$ cat src/rtl/ps2_pkg.sv
// ps2_pkg: shared PS/2 scan-code definitions.
//   - PS2_EXT / PS2_BRK : extended and break prefix bytes
//   - PS2_D_*           : bytes that carry no key information and are discarded
//   - ps2_state_e       : prefix-tracking state of the key decoder
//   - key_event_t       : one decoded key event (also consumed by the password FSM)
package ps2_pkg;

  localparam logic [7:0] PS2_EXT    = 8'hE0;
  localparam logic [7:0] PS2_BRK    = 8'hF0;

  localparam logic [7:0] PS2_D_NULL = 8'h00;  // key detection error / overrun
  localparam logic [7:0] PS2_D_BAT  = 8'hAA;  // self-test passed
  localparam logic [7:0] PS2_D_E1   = 8'hE1;  // Pause-key prefix, not decoded
  localparam logic [7:0] PS2_D_ACK  = 8'hFA;  // command acknowledge
  localparam logic [7:0] PS2_D_RSND = 8'hFE;  // resend request
  localparam logic [7:0] PS2_D_ERR  = 8'hFF;  // key detection error / overrun

  typedef enum logic [1:0] {
    IDLE,
    EXT,
    BRK,
    EXT_BRK
  } ps2_state_e;

  typedef struct packed {
    logic [7:0] code;
    logic       ext;
    logic       brk;
  } key_event_t;

  function automatic logic is_discard(input logic [7:0] b);
    return (b == PS2_D_NULL) || (b == PS2_D_BAT)  || (b == PS2_D_E1) ||
           (b == PS2_D_ACK)  || (b == PS2_D_RSND) || (b == PS2_D_ERR);
  endfunction

endpackage

$ cat src/rtl/ps2_key_decoder.sv
// ps2_key_decoder: folds E0/F0 prefixed PS/2 scan-code sequences into single
// key events, filters typematic repeats and tracks the currently held key.
//   clk, rst            : clock, synchronous active-high reset
//   in_data/in_valid    : scan-code byte stream from the receiver
//   in_ready            : byte accepted on in_valid && in_ready
//   key_code/key_ext/key_break/key_valid : single-entry event output
//   key_ready           : consumer takes the event on key_valid && key_ready
//   held_code/held_ext/held_valid        : last pressed key still down
//   err_timeout         : one-cycle pulse when a prefix sequence stalls
module ps2_key_decoder
  import ps2_pkg::*;
#(
  parameter int unsigned TIMEOUT_CYCLES = 2_500_000,
  parameter bit          FILTER_REPEAT  = 1'b1
) (
  input  logic       clk,
  input  logic       rst,
  input  logic [7:0] in_data,
  input  logic       in_valid,
  output logic       in_ready,
  output logic [7:0] key_code,
  output logic       key_ext,
  output logic       key_break,
  output logic       key_valid,
  input  logic       key_ready,
  output logic [7:0] held_code,
  output logic       held_ext,
  output logic       held_valid,
  output logic       err_timeout
);

  localparam int unsigned   CW       = (TIMEOUT_CYCLES > 1) ? $clog2(TIMEOUT_CYCLES) : 1;
  localparam logic [CW-1:0] CNT_LAST = CW'(TIMEOUT_CYCLES - 1);

  ps2_state_e    r_state;
  ps2_state_e    w_state_nxt;
  logic [CW-1:0] r_cnt;
  key_event_t    r_evt;
  logic          r_key_valid;
  logic [7:0]    r_held_code;
  logic          r_held_ext;
  logic          r_held_valid;
  logic          r_err;

  logic          w_accept;
  logic          w_is_ext;
  logic          w_is_brk;
  logic          w_complete;
  logic          w_held_match;
  logic          w_emit;
  logic          w_timeout;
  key_event_t    w_evt;

  assign in_ready = !r_key_valid || key_ready;
  assign w_accept = in_valid && in_ready;

  always_comb begin
    w_is_ext     = (in_data == PS2_EXT);
    w_is_brk     = (in_data == PS2_BRK);
    w_complete   = w_accept && !w_is_ext && !w_is_brk && !is_discard(in_data);
    w_evt.code   = in_data;
    w_evt.ext    = (r_state == EXT) || (r_state == EXT_BRK);
    w_evt.brk    = (r_state == BRK) || (r_state == EXT_BRK);
    w_held_match = r_held_valid && (r_held_code == in_data) && (r_held_ext == w_evt.ext);
    // A make of the key already down is a typematic repeat.
    w_emit       = w_complete && (w_evt.brk || !(FILTER_REPEAT && w_held_match));
    // An accepted byte always beats an expiring timeout.
    w_timeout    = (r_state != IDLE) && !w_accept && (r_cnt == CNT_LAST);

    w_state_nxt = r_state;
    if (w_accept) begin
      if (w_is_ext) begin
        case (r_state)
          IDLE:    w_state_nxt = EXT;
          BRK:     w_state_nxt = EXT_BRK;
          default: w_state_nxt = r_state;
        endcase
      end else if (w_is_brk) begin
        case (r_state)
          IDLE:    w_state_nxt = BRK;
          EXT:     w_state_nxt = EXT_BRK;
          default: w_state_nxt = r_state;
        endcase
      end else begin
        w_state_nxt = IDLE;
      end
    end else if (w_timeout) begin
      w_state_nxt = IDLE;
    end
  end

  always_ff @(posedge clk) begin
    if (rst) r_state <= IDLE;
    else     r_state <= w_state_nxt;
  end

  always_ff @(posedge clk) begin
    if (rst || w_accept || w_timeout || (r_state == IDLE)) r_cnt <= '0;
    else                                                   r_cnt <= r_cnt + 1'b1;
  end

  always_ff @(posedge clk) begin
    if (rst) begin
      r_evt        <= '0;
      r_key_valid  <= 1'b0;
      r_held_code  <= '0;
      r_held_ext   <= 1'b0;
      r_held_valid <= 1'b0;
      r_err        <= 1'b0;
    end else begin
      r_err <= w_timeout;

      if (w_emit) begin
        r_evt       <= w_evt;
        r_key_valid <= 1'b1;
      end else if (key_ready) begin
        r_key_valid <= 1'b0;
      end

      if (w_emit && !w_evt.brk) begin
        r_held_code  <= in_data;
        r_held_ext   <= w_evt.ext;
        r_held_valid <= 1'b1;
      end else if (w_emit && w_held_match) begin
        r_held_valid <= 1'b0;
      end
    end
  end

  assign key_code    = r_evt.code;
  assign key_ext     = r_evt.ext;
  assign key_break   = r_evt.brk;
  assign key_valid   = r_key_valid;
  assign held_code   = r_held_code;
  assign held_ext    = r_held_ext;
  assign held_valid  = r_held_valid;
  assign err_timeout = r_err;

endmodule

$ cat config.mk
export PLATFORM = sky130hd
export DESIGN_NAME = ps2_key_decoder
export DESIGN_NICKNAME = d
export VERILOG_FILES = /design/src/rtl/ps2_pkg.sv /design/src/rtl/ps2_key_decoder.sv
export SDC_FILE = /design/constraint.sdc
export NUM_CORES = 1
export LEC_CHECK = 0
export ABC_AREA = 1
export BUFFER_PORTS_ARGS = -buffer_cell sky130_fd_sc_hd__buf_2
export CORE_MARGIN = 1.5
export CORE_UTILIZATION = 51
export DETAILED_ROUTE_END_ITERATION = 16
export GPL_ROUTABILITY_DRIVEN = 0
export PLACE_DENSITY = 0.77
export SLEW_MARGIN = 20
export SYNTH_ARGS = -nofsm -noshare
export SYNTH_HDL_FRONTEND = slang
export SYNTH_SLANG_ARGS = --single-unit
$ cat constraint.sdc
create_clock -name clk -period 1.5 [get_ports clk]
set_input_delay 0.225 -clock clk [delete_from_list [all_inputs] [get_ports clk]]
set_output_delay 0.225 -clock clk [all_outputs]
set_load 0.02 [all_outputs]
### After elaboration in Yosys (flattened, before gate mapping)

Index checks and enable logic that the tools add are counted.

| storage, ports and cells | value |
|---|---|
| flip-flop bits (word level) | 46 |
| input port bits | 12 |
| output and inout port bits | 23 |
| word-level logic and storage cells | 73 |

| cells by class | value |
|---|---|
| $add $sub $neg | 1 |
| eq/ne operators | 15 |
| muxes and demuxes | 10 |
| reduce and logical (&&, ||, !) cells | 37 |

Operator list:

| cell | count |
|---|---|
| 8-bit equality test (second input constant) | 7 |
| 22-bit by 1-bit adder with 22-bit output (second input constant) | 1 |
| 22-bit equality test (second input constant) | 1 |
| 1-bit logical OR | 12 |
| 1-bit logical AND | 11 |
| 8-bit equality test | 1 |
| 8-bit zero test | 1 |
| 2-bit two-way mux | 4 |
| 2-bit case mux with 2 select lines | 2 |
| 2-bit nonzero test | 4 |
| 1-bit zero test | 7 |
| 5-bit by 3-bit != test with 1-bit output (second input constant) | 1 |
| 2-bit equality test (second input constant) | 2 |
| 1-bit two-way mux | 4 |
| 4-bit by 2-bit != test with 1-bit output (second input constant) | 1 |
| 3-bit AND reduction | 1 |
| 2-bit by 1-bit equality test with 1-bit output (second input constant) | 1 |
| 2-bit zero test | 1 |
| 1-bit equality test | 1 |

### Depth between registers and ports, before layout

Gate-level depths: netlist of the first run.

| logic depth | value |
|---|---|
| depth in word-level cells | 12 |
| mapped depth | 12 |
| depth with buffers taken out | 11 |

### Least setup slack after synthesis of the first run

No wires, ideal clock.

| timing | value |
|---|---|
| path type | register -> register |
| start point | register r_key_valid, in the netlist key_valid |
| end point | register r_held_code[1], in the netlist held_code[1] |
| library setup time | 0.114 ns |
| data arrival time | 1.561 ns |
| required time | 1.386 ns |
| path slack | -0.175 ns |
| stages on the path, launching flop included | 10 |
| buffers on the path | 1 |
| period minus slack after synthesis | 1.675 ns |
| path through | dfxtp_1 nand2_1 nand2_1 nor2_2 nand3_2 nor2_8 nand3_4 buf_6 nor2_1 nor2_2 |

| on the way | value |
|---|---|
| longest elaborated chain between the ends | 8 |

RTL lines:

| item | line | RTL |
|---|---|---|
| start: declaration | ps2_key_decoder.sv:39 | `logic r_key_valid;` |
| start signal: assignment | ps2_key_decoder.sv:105 | `r_key_valid <= 1'b0;` |
| start signal: assignment | ps2_key_decoder.sv:115 | `r_key_valid <= 1'b1;` |
| start signal: assignment | ps2_key_decoder.sv:117 | `r_key_valid <= 1'b0;` |
| 1-bit zero test | ps2_key_decoder.sv:54 | `assign in_ready = !r_key_valid \|\| key_ready;` |
| 1-bit logical OR | ps2_key_decoder.sv:54 |  |
| named net in_ready | ps2_key_decoder.sv:20 | `output logic in_ready,` |
| 1-bit logical AND | ps2_key_decoder.sv:55 | `assign w_accept = in_valid && in_ready;` |
| 1-bit logical AND (3 in a row) | ps2_key_decoder.sv:60 | `w_complete = w_accept && !w_is_ext && !w_is_brk && !is_discard(in_data);` |
| 1-bit logical AND | ps2_key_decoder.sv:66 | `w_emit = w_complete && (w_evt.brk \|\| !(FILTER_REPEAT && w_held_match));` |
| 1-bit logical AND | ps2_key_decoder.sv:120 | `if (w_emit && !w_evt.brk) begin` |
| end signal: assignment | ps2_key_decoder.sv:121 | `r_held_code <= in_data;` |
| end: declaration | ps2_key_decoder.sv:40 | `logic [7:0] r_held_code;` |

The timed path passes the listed nets, and every way through them passes these cells.
A chain may end at the register's enable or synchronous reset.

### Final worst setup path of the first run

| timing | value |
|---|---|
| start point | register r_cnt[12] |
| end point | register r_cnt[20] |

| on the way | value |
|---|---|
| longest elaborated chain between the ends | 4 |
| elaborated cells between the ends (all ways) | 5 |
| classes of those cells | add/sub (1); eq/ne (1); reduce/logical (3) |

RTL lines:

| item | line | RTL |
|---|---|---|
| start: declaration | ps2_key_decoder.sv:37 | `logic [CW-1:0] r_cnt;` |
| start signal: assignment | ps2_key_decoder.sv:99 | `else r_cnt <= r_cnt + 1'b1;` |
| parallel branches: the longest is 4 deep, another holds 22-bit by 1-bit adder with 22-bit output | -- |  |

Several ways; the timed one is not identified.

==> impl_metrics.csv, run 1 <==
group,metric,value,unit
synth,synth_area_leader_cell,"dfxtp_1",
final_layout,nNetsFinal,469,
sta,rsz0062_at_grt,"true",
global_route,grt_util_met3,5.25,%
placed_design,io_buffers,34,
floorplan,std_cell_rows,25,
sta,skew,0.00804,ns
outcome,status,"complete, no violations",
floorplan,ios,35,
clock_network,path_clk_slew,0.09,ns
synth,synthTopCellsByCount,"84 x nand2_1, 79 x nor2_1, 46 x dfxtp_1",
synth,synth.distinct_cells,27,
final_layout,fin_area,3350,sq um
floorplan,die_width,72.7,um
drt,drc_errors,0,
pwr,vdd_drop_max,0.499,mV
min_path,hold_path_class,"input port to register",
synth,synth_most_common_cell,"nand2_1",
synth,post_synth.cell_area_avg,6.51,sq um
pwr,combPwrFrac,21.0,%
placed_design,placedCellCount,495,
critical_path,worstPathRequired,1.74,ns
clock_network,holdBufCountCts,0,
global_route,grt_overflow_total,0,
min_path,hp-start,"rst",
global_route,grt_antenna_before_repair,0,
global_route,track_usage,23.5,%
min_path,hold_depth,2,
global_route,first_global_vias,2269,
sta,tightest_slew,0.287,ns
critical_path,rrSetupSlack,0.01,ns
drt,ant_nets,0,
pwr,power.total,2600,uW
drt,vias,2720,
final_layout,layout-drive-gt1-share,38.5,%
floorplan,coreArea,4690,sq um
floorplan,start_util,52.7,%
clock_network,cts.htree.levels,2,
clock_network,tritoncts,"yes",
final_layout,multiInputGateArea,1510,sq um
sta,slew_headroom,80.8,%
sta,slew_viol_final,0,
clock_network,insertion_delay,0.30,ns
final_layout,fillCellCount,380,
synth,synth_ff_type,"dfxtp_1",
flow_run,cap_viol_max_count,0,
critical_path,reg2reg_to,"r_cnt[20]",
clock_network,root_buffer,"clkbuf_8",
clock_network,cts_buffer_depth,2,
critical_path,rr_startpoint,"r_cnt[12]",
final_layout,seq_area,948,sq um
synth,netlist_instances,380,
synth,synth_top_area_share,37.2,%
pwr,leakage,0.00149,uW
critical_path,ff2ff_path_depth,7,
synth,synth_seq_area_share,37.2,%
final_layout,fin_cells,511,
drt,drt_wl_total,6750,um
synth,synth_fp_nets,393,
pwr,clockPowerShare,28.5,%
clock_network,cts_num_sinks,46,
global_route,busiest_layer,"met2",
drt,first_iter_violations,195,
floorplan,die_y,72.7,um
final_layout,final_util,71.4,%
synth,netlist_area,2470,sq um
pwr,power.density,775,nW/um^2
placed_design,placed_area,2960,sq um
synth,synth_edf_count,0,
pwr,p_int,1820,uW
sta,post-route-period-util,99.2,%
synth,async_reset_ff_share,0,%
drt,drtPass1Iterations,5,
min_path,hold_path_end,"r_state[0]",
final_layout,area_growth,35.4,%
synth,ys_warn_count,0,
critical_path,crit_path_start_kind,"register",
pwr,swShare,30.0,%
critical_path,crit_path_max_fanout,3,
pwr,switchingPower,778,uW
sta,hold_viol_final,0,
floorplan,dieArea,5280,sq um
pwr,p_seq_share,50.5,%
drt,routedWlPerCell,13.2,um
placed_design,dp_worst_setup_slack,-0.166,ns
critical_path,arrival,1.72,ns
final_layout,diodes,0,
synth,ys_ff_latch,46,
global_route,use_met2,36.8,%
global_route,grt_max_degree,21,
clock_network,cts_buffers,5,
sta,max_freq,0.672,GHz
critical_path,crit_type,"register to register",
global_route,grt_pass1_wl,9920,um
synth,synth_area_leaders,"dfxtp_1 37%, nand2_1 13%, nor2_1 12%",
critical_path,cp-end-kind,"register",
placed_design,hpwlAfterDp,4400,um
global_route,grt_use_met1,32.2,%
sta,setup_slack,0.0126,ns
drt,viasPerCell,5.32,
sta,setup_viol,0,
sta,period_needed,1.49,ns
## stage by stage
step | hold slack (ns) | TNS (ns)
floorplan | 0.287 | -0.405
global placement | 0.456 | -0.480
detailed placement | 0.467 | -2.33
CTS | 0.153 | 0
global route | 0.163 | -0.717
finish | 0.163 | 0
## kinds of logic (layout without fill, tap and decap cells)
| family | Yosys count | in the layout | share of synthesized area [%] |
|---|---|---|---|
| buffers and inverters | 60 | 136 | 9.81 |
| AO/OA/AOI/OAI | 32 | 32 | 6.47 |
| XOR/XNOR | 14 | 14 | 4.95 |
| AND/OR/NAND/NOR | 227 | 228 | 41.1 |
| flip-flops | 46 | 46 | 37.2 |
| adder cells (fa/ha/maj) | 1 | 1 | 0.505 |
## per-layer routing
metal  up-vias  wire (um)
met5         -          0
met4         0        118
met3        16        431
met2       114       3170
met1      1249       3030
li1       1341          -
## worst max path at each step
stage	cells past startpoint	endpoint	startpoint
floorplan	9	r_cnt[15]	r_cnt[0]
CTS	9	r_cnt[20]	r_cnt[0]
finish	7	r_cnt[20]	r_cnt[12]
global route	7	r_cnt[20]	r_cnt[12]
detailed placement	10	key_ext	in_data[7]
global placement	12	key_code[7]	in_data[1]
## critical path: stages, from the launching register on
cell	delay, ns
dfxtp_1	0.39
nand2_1	0.15
inv_1	0.10
nand3_1	0.08
nor2_1	0.14
nand4_1	0.15
or2_2	0.30
a21oi_1	0.11
## state kept, by name, indices dropped and copies added, names as in the netlist
name         flops
err_timeout      1
held_valid       1
r_state          2
key_valid        1
key_break        1
held_ext         1
held_code        8
key_code         8
r_cnt           22
key_ext          1
## cells in the final DEF (no fill, tap or decap), types with 8 or more instances in the layout
cell type,netlist,final
a21oi_1,16,16
buf_2,5,34
buf_4,1,40
dfxtp_1,46,24
dfxtp_2,0,22
inv_1,45,42
nand2_1,84,74
nand2_2,7,15
nand3_1,18,15
nand4_1,13,13
nor2_1,79,63
nor2_2,6,18
xor2_1,8,8
## what timing repair did
action	CTS	global route
endpoints found under the setup margin	34	45
gates cloned	1	1
buffers inserted	2	5
pin swaps	2	22
resized for setup	10	69
## power groups by stage
stage / clock (uW) / sequential, uW / combinational (uW)
6_report: 741 / 1310 / 544
4_1_cts: 767 / 1310 / 495
2_1_floorplan: 0 / 1390 / 238
3_5_place_dp: 0 / 1330 / 474
5_1_grt: 801 / 1320 / 589
3_3_place_gp: 0 / 1330 / 460
## cell type report
type                       instances  share of cell area [%]
clock buffer                       6                    2.17
clock inverter                     2                   0.411
inverter                          50                    5.68
multi-input combinational        275                    45.2
sequential                        46                    28.3
tap                               54                    2.02
timing repair buffer              78                    16.2
No activity file was read; power rests on OpenSTA's default activity.
==> run 2, diff against run 1 <==
CORE_UTILIZATION = 55   (was 51)
PLACE_DENSITY = 0.79   (was 0.77)
clock period = 1.8 ns   (was 1.5 ns; I/O delays follow)
==> impl_metrics.csv, run 2 (same netlist as run 1, synthesis figures left out) <==
group,metric,value,unit
critical_path,rrSetupSlack,0.20,ns
final_layout,diodes,0,
sta,tightest_slew,0.541,ns
critical_path,crit_path_max_fanout,22,
drt,first_iter_violations,205,
drt,routedWlPerCell,11.1,um
pwr,vdd_drop_max,0.448,mV
critical_path,reg2reg_to,"r_cnt[19]",
floorplan,ios,35,
final_layout,seq_area,922,sq um
global_route,track_usage,22.4,%
drt,ant_nets,0,
floorplan,die_width,70.1,um
placed_design,hpwlAfterDp,3900,um
pwr,combPwrFrac,16.4,%
pwr,clockPowerShare,31.6,%
clock_network,cts_buffers,5,
min_path,hold_depth,2,
placed_design,io_buffers,34,
pwr,swShare,29.0,%
pwr,p_int,1490,uW
final_layout,fin_cells,468,
outcome,status,"complete, no violations",
final_layout,multiInputGateArea,1330,sq um
sta,slew_viol_final,0,
min_path,hold_path_class,"input port to register",
pwr,power.density,745,nW/um^2
clock_network,tritoncts,"yes",
sta,rsz0062_at_grt,"false",
global_route,grt_antenna_before_repair,0,
critical_path,cp-end-kind,"register",
final_layout,area_growth,13.5,%
clock_network,cts_buffer_depth,2,
critical_path,crit_path_start_kind,"register",
clock_network,cts_resized,0,
sta,setup_viol,0,
sta,slew_headroom,63.9,%
final_layout,layout-drive-gt1-share,18.5,%
pwr,p_seq_share,52.1,%
critical_path,arrival,1.80,ns
drt,vias,2320,
final_layout,nNetsFinal,428,
placed_design,placedCellCount,460,
floorplan,std_cell_rows,24,
clock_network,path_clk_slew,0.09,ns
critical_path,worstSetupStartpoint,"r_cnt[0]",
global_route,grt_pass1_wl,8960,um
floorplan,dieArea,4910,sq um
critical_path,crit_type,"register to register",
sta,post-route-period-util,88.9,%
pwr,leakage,0.00125,uW
flow_run,cap_viol_max_count,0,
drt,drt_wl_total,5180,um
global_route,grt_max_degree,23,
sta,skew,0.00636,ns
clock_network,cts.htree.levels,2,
final_layout,layout_common_cells,"83 x nand2_1, 78 x nor2_1, 45 x inv_1, 45 x dfxtp_1, 34 x buf_2",
min_path,hold_path_end,"r_state[0]",
clock_network,insertion_delay,0.31,ns
critical_path,rr_startpoint,"r_cnt[0]",
final_layout,layout_commonest_cell,"nand2_1",
critical_path,ff2ff_path_depth,9,
sta,hold_viol_final,0,
final_layout,largest-register,"r_cnt",
floorplan,start_util,56.8,%
floorplan,coreArea,4350,sq um
drt,drtPass1Iterations,5,
min_path,hp-start,"rst",
floorplan,die_y,70.1,um
sta,period_needed,1.60,ns
global_route,grt_overflow_total,0,
final_layout,fillCellCount,401,
drt,drc_errors,0,
global_route,first_global_vias,2041,
final_layout,largest_reg_flops,22,
sta,max_freq,0.625,GHz
pwr,switchingPower,607,uW
clock_network,root_buffer,"clkbuf_8",
drt,viasPerCell,4.96,
clock_network,post_cts_buffers,0,
clock_network,holdBufCountCts,0,
sta,fin_tns_setup,0,ns
clock_network,cts_num_sinks,46,
critical_path,worstPathRequired,2.00,ns
run 2: cell types whose count changed in the layout (fill, tap and decap cells not counted), moves of 3 or more:
cell,delta
inv_1,+3
nand3_4,-3
o21ai_0,+3
nor2_2,-11
nor2_4,-4
nand2_2,-8
nor2_1,+15
dfxtp_1,+21
nand2_1,+9
o21ai_2,-4
dfxtp_2,-21
buf_4,-37
nand3_1,+3
run 2: power by group through the flow:
| stage | Combinational (uW) | Clock, uW | Sequential [uW] |
|---|---|---|---|
| after CTS | 341 | 678 | 1090 |
| after global routing | 383 | 711 | 1090 |
| after floorplan | 196 | 0 | 1160 |
| after detailed placement | 339 | 0 | 1110 |
| after global placement | 336 | 0 | 1110 |
| final | 343 | 660 | 1090 |
run 2: worst max-delay path by stage:
| stage | endpoint | slack, ns | cells past startpoint |
|---|---|---|---|
| after floorplan | held_code[1] | 0.12 | 9 |
| after global placement | key_break | 0.11 | 10 |
| after detailed placement | key_code[2] | 0.07 | 10 |
| after CTS | key_code[2] | 0.14 | 11 |
| after global routing | r_cnt[19] | 0.02 | 9 |
| final | r_cnt[19] | 0.20 | 9 |
run 2: worst max-delay path: stages (launching register included):
cell,delay (ns)
dfxtp_1,0.36
ha_1,0.17
nand2_1,0.07
nor2_1,0.15
inv_1,0.09
nor3_2,0.17
nand2_1,0.11
nand3_1,0.14
buf_12,0.17
nor3b_1,0.07
run 2: cell type report:
type	count	area share (%)
Tap cell	52	2.32
Timing Repair Buffer	38	7.57
Multi-Input combinational cell	274	47.2
Sequential cell	46	32.8
Clock inverter	2	0.445
Clock buffer	6	2.94
Inverter	50	6.68
run 2: metrics by stage:
stage          cell area (sq um)  utilization, %  total power, uW  hold slack [ns]  worst slack (ns)
2_1_floorplan               2470               -             1360            0.339             0.125
3_3_place_gp                2700            62.0             1450            0.433             0.106
3_5_place_dp                2700            62.0             1450            0.443            0.0743
4_1_cts                     2790            64.1             2110            0.201             0.137
5_1_grt                     2810            64.5             2190            0.213            0.0171
6_report                    2810            64.5             2090            0.195             0.200
run 2: routing by layer:
layer | GRT usage (%) | vias up | wire length (um)
met5 | 0 | - | 0
met1 | 33.2 | 993 | 2660
met3 | 3.61 | 10 | 334
met2 | 32.0 | 67 | 2090
li1 | - | 1250 | -
met4 | 9.83 | 0 | 84
